`config.mk`:
```
export PLATFORM = sky130hd
export DESIGN_NAME = multi_channel_fifo
export DESIGN_NICKNAME = d
export VERILOG_FILES = /design/src/rtl/multi_channel_fifo_pkg.sv /design/src/rtl/multi_channel_fifo_sc_fifo_showahead.sv /design/src/rtl/multi_channel_fifo.sv
export SDC_FILE = /design/constraint.sdc
export NUM_CORES = 2
export LEC_CHECK = 0
export ABC_AREA = 0
export BUFFER_PORTS_ARGS = -buffer_cell sky130_fd_sc_hd__buf_2
export CAP_MARGIN = 25
export CORE_MARGIN = 3
export CORE_UTILIZATION = 46
export CTS_CLUSTER_SIZE = 20
export DETAILED_ROUTE_END_ITERATION = 6
export GPL_TIMING_DRIVEN = 0
export SETUP_SLACK_MARGIN = 0.3
export SLEW_MARGIN = 25
export SYNTH_ARGS = -nofsm -noshare
export SYNTH_HDL_FRONTEND = slang
export SYNTH_HIERARCHICAL = 1
export SYNTH_SLANG_ARGS = --single-unit
```
`constraint.sdc`:
```
create_clock -name clk -period 13.9 [get_ports clk]
set_input_delay 1.39 -clock clk [delete_from_list [all_inputs] [get_ports clk]]
set_output_delay 1.39 -clock clk [all_outputs]
set_load 0.01 [all_outputs]
```
`src/rtl/multi_channel_fifo_pkg.sv`:
```
// ---------------------------------------------------------------------------
// multi_channel_fifo_pkg
//   Shared helpers for the multi-channel FIFO slice. All widths come from
//   module parameters, so the package holds only width-independent helpers.
// ---------------------------------------------------------------------------
package multi_channel_fifo_pkg;

    // Channel index reached by stepping 'offset' places past 'base', wrapping at n.
    function automatic int unsigned rr_index(input int unsigned base,
                                             input int unsigned offset,
                                             input int unsigned n);
        return (base + offset) % n;
    endfunction

endpackage

```
`src/rtl/multi_channel_fifo_sc_fifo_showahead.sv`:
```
// ---------------------------------------------------------------------------
// sc_fifo_showahead
//   Single-clock first-word-fall-through FIFO, 2**LOG_DEPTH entries.
//   Ports:
//     clk, rst_n     clock, asynchronous active-low reset
//     clear          synchronous flush (pointers and count), wins over push/pop
//     push/push_data write request and word; ignored while full
//     pop            remove head word; ignored while empty
//     head_data      current head word (combinational, show-ahead)
//     empty, full    derived from the registered count
//     usedw          stored-entry count, 0..2**LOG_DEPTH
//     overflow       push attempted while full (word dropped)
// ---------------------------------------------------------------------------
module sc_fifo_showahead #(
    parameter int unsigned DATA_WIDTH = 32,
    parameter int unsigned LOG_DEPTH  = 5
) (
    input  logic                  clk,
    input  logic                  rst_n,
    input  logic                  clear,
    input  logic                  push,
    input  logic [DATA_WIDTH-1:0] push_data,
    input  logic                  pop,
    output logic [DATA_WIDTH-1:0] head_data,
    output logic                  empty,
    output logic                  full,
    output logic [LOG_DEPTH:0]    usedw,
    output logic                  overflow
);

    localparam int unsigned DEPTH = 1 << LOG_DEPTH;

    logic [DATA_WIDTH-1:0] mem [DEPTH];
    logic [LOG_DEPTH-1:0]  wr_ptr;
    logic [LOG_DEPTH-1:0]  rd_ptr;
    logic [LOG_DEPTH:0]    count;
    logic                  wr_en;
    logic                  rd_en;

    assign full      = (count == (LOG_DEPTH+1)'(DEPTH));
    assign empty     = (count == '0);
    assign usedw     = count;
    assign head_data = mem[rd_ptr];

    assign wr_en    = push & ~full & ~clear;
    assign rd_en    = pop & ~empty & ~clear;
    assign overflow = push & full & ~clear;

    always_ff @(posedge clk) begin
        if (wr_en) begin
            mem[wr_ptr] <= push_data;
        end
    end

    always_ff @(posedge clk or negedge rst_n) begin
        if (!rst_n) begin
            wr_ptr <= '0;
            rd_ptr <= '0;
            count  <= '0;
        end else if (clear) begin
            wr_ptr <= '0;
            rd_ptr <= '0;
            count  <= '0;
        end else begin
            if (wr_en) begin
                wr_ptr <= wr_ptr + LOG_DEPTH'(1);
            end
            if (rd_en) begin
                rd_ptr <= rd_ptr + LOG_DEPTH'(1);
            end
            unique case ({wr_en, rd_en})
                2'b10:   count <= count + (LOG_DEPTH+1)'(1);
                2'b01:   count <= count - (LOG_DEPTH+1)'(1);
                default: count <= count;
            endcase
        end
    end

endmodule

```
`src/rtl/multi_channel_fifo.sv`:
```
// ---------------------------------------------------------------------------
// multi_channel_fifo
//   N independent show-ahead FIFOs merged by a round-robin arbiter into one
//   registered valid/ready stream tagged with the source channel.
//   Ports:
//     clk, rst_n   clock, asynchronous active-low reset
//     clear        synchronous flush of FIFOs, errors and arbiter state
//     push_en      per-channel write request
//     push_data    channel i in bits [i*DATA_WIDTH +: DATA_WIDTH]
//     push_full    per-channel full flag
//     usedw        per-channel count, (LOG_DEPTH+1) bits each
//     pop_ready    consumer accepts the output word
//     pop_valid    output register holds a word
//     pop_data     output word
//     pop_channel  source channel of pop_data
//     error        sticky per-channel overflow flag
// ---------------------------------------------------------------------------
module multi_channel_fifo
    import multi_channel_fifo_pkg::*;
#(
    parameter  int unsigned DATA_WIDTH = 32,
    parameter  int unsigned LOG_DEPTH  = 5,
    parameter  int unsigned N_CHANNELS = 4,
    localparam int unsigned CH_W       = $clog2(N_CHANNELS)
) (
    input  logic                                clk,
    input  logic                                rst_n,
    input  logic                                clear,
    input  logic [N_CHANNELS-1:0]               push_en,
    input  logic [N_CHANNELS*DATA_WIDTH-1:0]    push_data,
    output logic [N_CHANNELS-1:0]               push_full,
    output logic [N_CHANNELS*(LOG_DEPTH+1)-1:0] usedw,
    input  logic                                pop_ready,
    output logic                                pop_valid,
    output logic [DATA_WIDTH-1:0]               pop_data,
    output logic [CH_W-1:0]                     pop_channel,
    output logic [N_CHANNELS-1:0]               error
);

    logic [N_CHANNELS-1:0] empty;
    logic [N_CHANNELS-1:0] overflow;
    logic [N_CHANNELS-1:0] pop;
    logic [DATA_WIDTH-1:0] head [N_CHANNELS];
    logic [CH_W-1:0]       last_grant;
    logic [CH_W-1:0]       grant_idx;
    logic                  grant_found;
    logic                  out_free;

    assign out_free = ~pop_valid | pop_ready;

    for (genvar i = 0; i < N_CHANNELS; i++) begin : g_ch
        sc_fifo_showahead #(
            .DATA_WIDTH (DATA_WIDTH),
            .LOG_DEPTH  (LOG_DEPTH)
        ) u_fifo (
            .clk       (clk),
            .rst_n     (rst_n),
            .clear     (clear),
            .push      (push_en[i]),
            .push_data (push_data[i*DATA_WIDTH +: DATA_WIDTH]),
            .pop       (pop[i]),
            .head_data (head[i]),
            .empty     (empty[i]),
            .full      (push_full[i]),
            .usedw     (usedw[i*(LOG_DEPTH+1) +: (LOG_DEPTH+1)]),
            .overflow  (overflow[i])
        );

        assign pop[i] = out_free & grant_found & (grant_idx == CH_W'(i)) & ~clear;
    end

    // Search starts one past the last grant; the offset runs to N so the
    // last-granted channel itself is considered last.
    always_comb begin
        logic [CH_W-1:0] cand;
        grant_found = 1'b0;
        grant_idx   = '0;
        cand        = '0;
        for (int unsigned k = 1; k <= N_CHANNELS; k++) begin
            cand = CH_W'(rr_index(32'(last_grant), k, N_CHANNELS));
            if (!grant_found && !empty[cand]) begin
                grant_found = 1'b1;
                grant_idx   = cand;
            end
        end
    end

    always_ff @(posedge clk or negedge rst_n) begin
        if (!rst_n) begin
            pop_valid   <= 1'b0;
            pop_data    <= '0;
            pop_channel <= '0;
            last_grant  <= CH_W'(N_CHANNELS - 1);
        end else if (clear) begin
            pop_valid   <= 1'b0;
            last_grant  <= CH_W'(N_CHANNELS - 1);
        end else if (out_free) begin
            if (grant_found) begin
                pop_valid   <= 1'b1;
                pop_data    <= head[grant_idx];
                pop_channel <= grant_idx;
                last_grant  <= grant_idx;
            end else begin
                pop_valid   <= 1'b0;
            end
        end
    end

    always_ff @(posedge clk or negedge rst_n) begin
        if (!rst_n) begin
            error <= '0;
        end else if (clear) begin
            error <= '0;
        end else begin
            error <= error | overflow;
        end
    end

endmodule

```
==> metrics.md <==
| Metric | Value |
|---|---|
| Initial DRC count | 10100 |
| Final wirelength | approximately 460 mm |
| Area contributors post-synth | edfxtp_1, mux2i_1, mux4_2 |
| CTS tree | done |
| Startpoint types | register |
| Actual slew at the worst max-slew pin | 1.13 ns |
| Clock Tree Buf Depth | 4 |
| Clk pin slew, worst setup/hold paths | 0.06 ns |
| Hold buffer count at cts | 0 |
| Total track usage | ~25% |
| Switching part of the total power | a little over a quarter |
| IO Count | between 200 and 250 |
| Post-CTS Setup Repair Bufs | 0 |
| Die X-Extent | 603 um |
| Dominant cell type by area after synthesis | edfxtp_1 |
| Clock sink count | about 4200 |
| Xor/xnor cell area share of the yosys netlist | 0.302% |
| Area of the multi-input gates | about 37000 um^2 |
| Layout cells sized above 1 | 21.1% |
| CTS Buf Count | 432 |
| Leakage power total | approximately 0.059 uW |
| Fin worst setup slack | ~7.3 ns |
| P&R area growth vs syn | 16.8% |
| Pint | ~22000 uW |
| Sw power | around 8000 uW |
| Port bufs | slightly above 200 |
| Metal2 WL | around 220 mm |
| Final Cycle Share | approximately 48% |
| Most frequent cell after synthesis | edfxtp_1 |
| Sequential area share after synthesis | 76.6% |
| Yosys cell types | 57 |
| Worst hold path class | primary input to async pin |
| Syn avg cell area | approximately 20 um^2 |
| Largest family of logic cells by synthesized area | multiplexers |
| Fillcell total | 27000 |
| Mux contribution to synthesized area | approximately 15% |
| PD cells | between 150 and 200 nW/um^2 |
| CP endpoint kind | register |
| Part of the power in combinational logic | roughly 16% |
| Most frequent cell on the critical path | a21oi_1 |
| Hold violation count in the final report | 0 |
| Vias in the first global route | roughly 86000 |
| Status | completed |
| CP max stage delay | 0.88 ns |
| Dpl ws | approximately 7.2 ns |
| DRC | 0 |
| Crit-path cells | or4_4 -> nor3_2 -> buf_6 -> a21oi_1 -> a221oi_4 -> nand2_2 -> buf_2 -> nor2_1 -> o31ai_4 -> nor3_1 -> ha_1 -> a211oi_1 -> o21bai_1 -> a21oi_1 -> mux2i_1 -> mux2_2 |
| FFs w/ async S/R, synth | 2.50% |
| Post-Syn Area | around 160000 um^2 |
| Initial antenna violation count | ~40 |
| Die height | between 600 and 700 um |
| Core ar. | 354000 um^2 |
| Post-DRT Antenna Nets | 0 |
| Cell count after synthesis | between 8000 and 9000 |
| TNS Setup | 0 ns |
| Final Max Tran Viols | 0 |
| CTS HTree Levels | 5 |
| Synth top cells by count | edfxtp_1, mux2i_1, mux4_2 |
| Clk_skew | roughly 0.058 ns |
| Worst-Skew Late Latency | a little under 1 ns |
| CTS root buffer | clkbuf_16 |
| Clock period minus worst slack | ~6.6 ns |
| Sequential cell area | 126000 um^2 |
| Largest net degree at the start of global routing | just over 70 |
| Top cell type's share of synthesized area | 75.0% |
| Sequential Power Share | between 40% and 50% |
| Achievable Freq | around 0.15 GHz |
| Slowest-stage cell, CP | nor2_1 |
| Post-synth EDFFs | 4096 |
| Highest metal used | met5 |
| Avg WL per Cell | between 30 and 40 um |
| Met3 wire length | 33.5 mm |
| GPL Wtd Cong | just under 0.9 |
| Worst Path Arrival | ~7.5 ns |
| Hpwl dp | approximately 310 mm |
| First-pass GRT wire length | around 640 mm |
| Peak supply drop | 0.144 mV |
| Adder-cell share of the synthesized area | 0.323% |
| Synth Area in Compound Gates | around 4.3% |
| Grt ovf | 0 |
| Via density | between 6 and 7 |
| Critical path fanouts, max | 10 |
| Syn_nets | 8445 |
| Final setup violation count | 0 |
| Yosys warning total | 6 |
| Post-Synth Simple-Gate Area | 2.01% |
| Max-cap violation count | 0 |
| NumNets Final | around 9300 |
| Slew margin rel. | about 24% |
| CP Data Required Time | 14.73 ns |
| Synth Register Bits | ~4200 |
| Die area | approximately 360000 um^2 |
| Drt pass-1 iters | 6 |
| Initial Util | around 46% |
| WS Path Type | register to register |
| Top_reg_cell synth | edfxtp_1 |
| Post-CTS sizing | 0 |
| Row Count | between 200 and 250 |
| Clk network pwr share | about 38% |
| Vias | about 86000 |
| RSZ-0062 raised after global routing | no |
| WL met1 | roughly 180 mm |
-- worst max-delay path, delay by kind of cell, from the launching register on --
family          cells  cell delay, ns
compound gates      6            1.71
fa+ha+maj           1            0.38
buf+inv             2            0.55
flops               1            0.47
mux                 2            0.62
simple gates        5            2.75
-- cell families after synthesis --
kind of cell	after synthesis
mux	1844
buf+inv	496
fa+ha+maj	40
compound gates	931
simple gates	709
xor+xnor	48
flops	4201
-- power by group through the flow --
stage / Clock (uW) / Sequential, uW / Combinational (uW)
global route: 12100 / 14200 / 4910
global placement: 0 / 14500 / 4510
detailed placement: 0 / 14500 / 4690
finish: 11400 / 14200 / 4690
floorplan: 0 / 14400 / 2650
CTS: 11600 / 14200 / 4700
-- worst paths after layout --
check	start	endpoint	slack, ns	cells past startpoint
min in group clk	pop_channel[1]$_DFFE_PN0P_	pop_channel[1]$_DFFE_PN0P_	0.48	2
worst max register to register	g_ch[0].u_fifo/usedw[0]$_DFFE_PN0P_	g_ch[2].u_fifo/usedw[5]$_DFFE_PN0P_	7.25	16
worst min register to register	pop_channel[1]$_DFFE_PN0P_	pop_channel[1]$_DFFE_PN0P_	0.48	2
worst min-delay path	rst_n	g_ch[2].u_fifo/usedw[2]$_DFFE_PN0P_	0.31	1
max in group asynchronous	rst_n	g_ch[1].u_fifo/usedw[1]$_DFFE_PN0P_	12.65	2
worst max-delay path	g_ch[0].u_fifo/usedw[0]$_DFFE_PN0P_	g_ch[2].u_fifo/usedw[5]$_DFFE_PN0P_	7.25	16
-- area by class of cell --
type / count / share of cell area (%)
timing repair buffer: 434 / 3.38
antenna: 21 / 0.0274
clock buffer: 551 / 6.03
multi-input combinational: 3572 / 19.5
clock inverter: 253 / 1.28
buffer: 479 / 1.11
sequential: 4201 / 65.5
inverter: 17 / 0.0333
tap: 4730 / 3.09
-- placed cells by master (no fill, tap or decap), types with 20 or more instances in the layout --
cell type	synthesis	final
a211o_1	33	33
a21oi_1	151	151
a22o_1	176	176
a22oi_1	208	208
a31oi_1	128	128
and3_1	45	45
buf_1	48	42
buf_12	0	63
buf_16	0	138
buf_2	200	406
buf_8	3	20
bufinv_16	0	41
clkbuf_1	223	316
clkbuf_16	0	438
clkinv_1	0	94
clkinv_2	0	80
dfrtp_1	103	103
diode_2	0	21
edfxtp_1	4096	4096
ha_1	36	36
mux2i_1	1328	1328
mux4_2	512	512
nand2_1	205	205
nand4_1	45	45
nor2_1	223	95
nor2_4	0	128
nor3_1	111	104
o211ai_2	26	26
o221ai_1	128	110
o31ai_1	32	32
xnor2_1	24	24
xor2_1	20	20
-- layer usage --
metal	up-vias	global-route usage, %
met5	-	0
met4	28	7.86
met3	664	3.60
met2	3607	40.7
met1	45700	34.3
li1	35900	-
-- state kept, by name, indices dropped and copies added (netlist names) --
register            count
g_ch.u_fifo/mem      4096
pop_data               32
g_ch.u_fifo/usedw      24
g_ch.u_fifo/rd_ptr     20
g_ch.u_fifo/wr_ptr     20
error                   4
last_grant              2
pop_channel             2
pop_valid               1
-- metrics by stage --
stage / area, um^2 / hold WS, ns / util [%] / total power [uW] / instances
after floorplan: 164000 / 0.513 / - / 17100 / 8269
after global placement: 171000 / 0.463 / 48.3 / 19000 / 13200
after detailed placement: 178000 / 0.476 / 50.2 / 19200 / 13400
after CTS: 192000 / 0.265 / 54.2 / 30500 / 14200
after global routing: 192000 / 0.291 / 54.2 / 31200 / 14200
final: 192000 / 0.312 / 54.2 / 30300 / 14300
No activity file was read; power rests on OpenSTA's default activity.
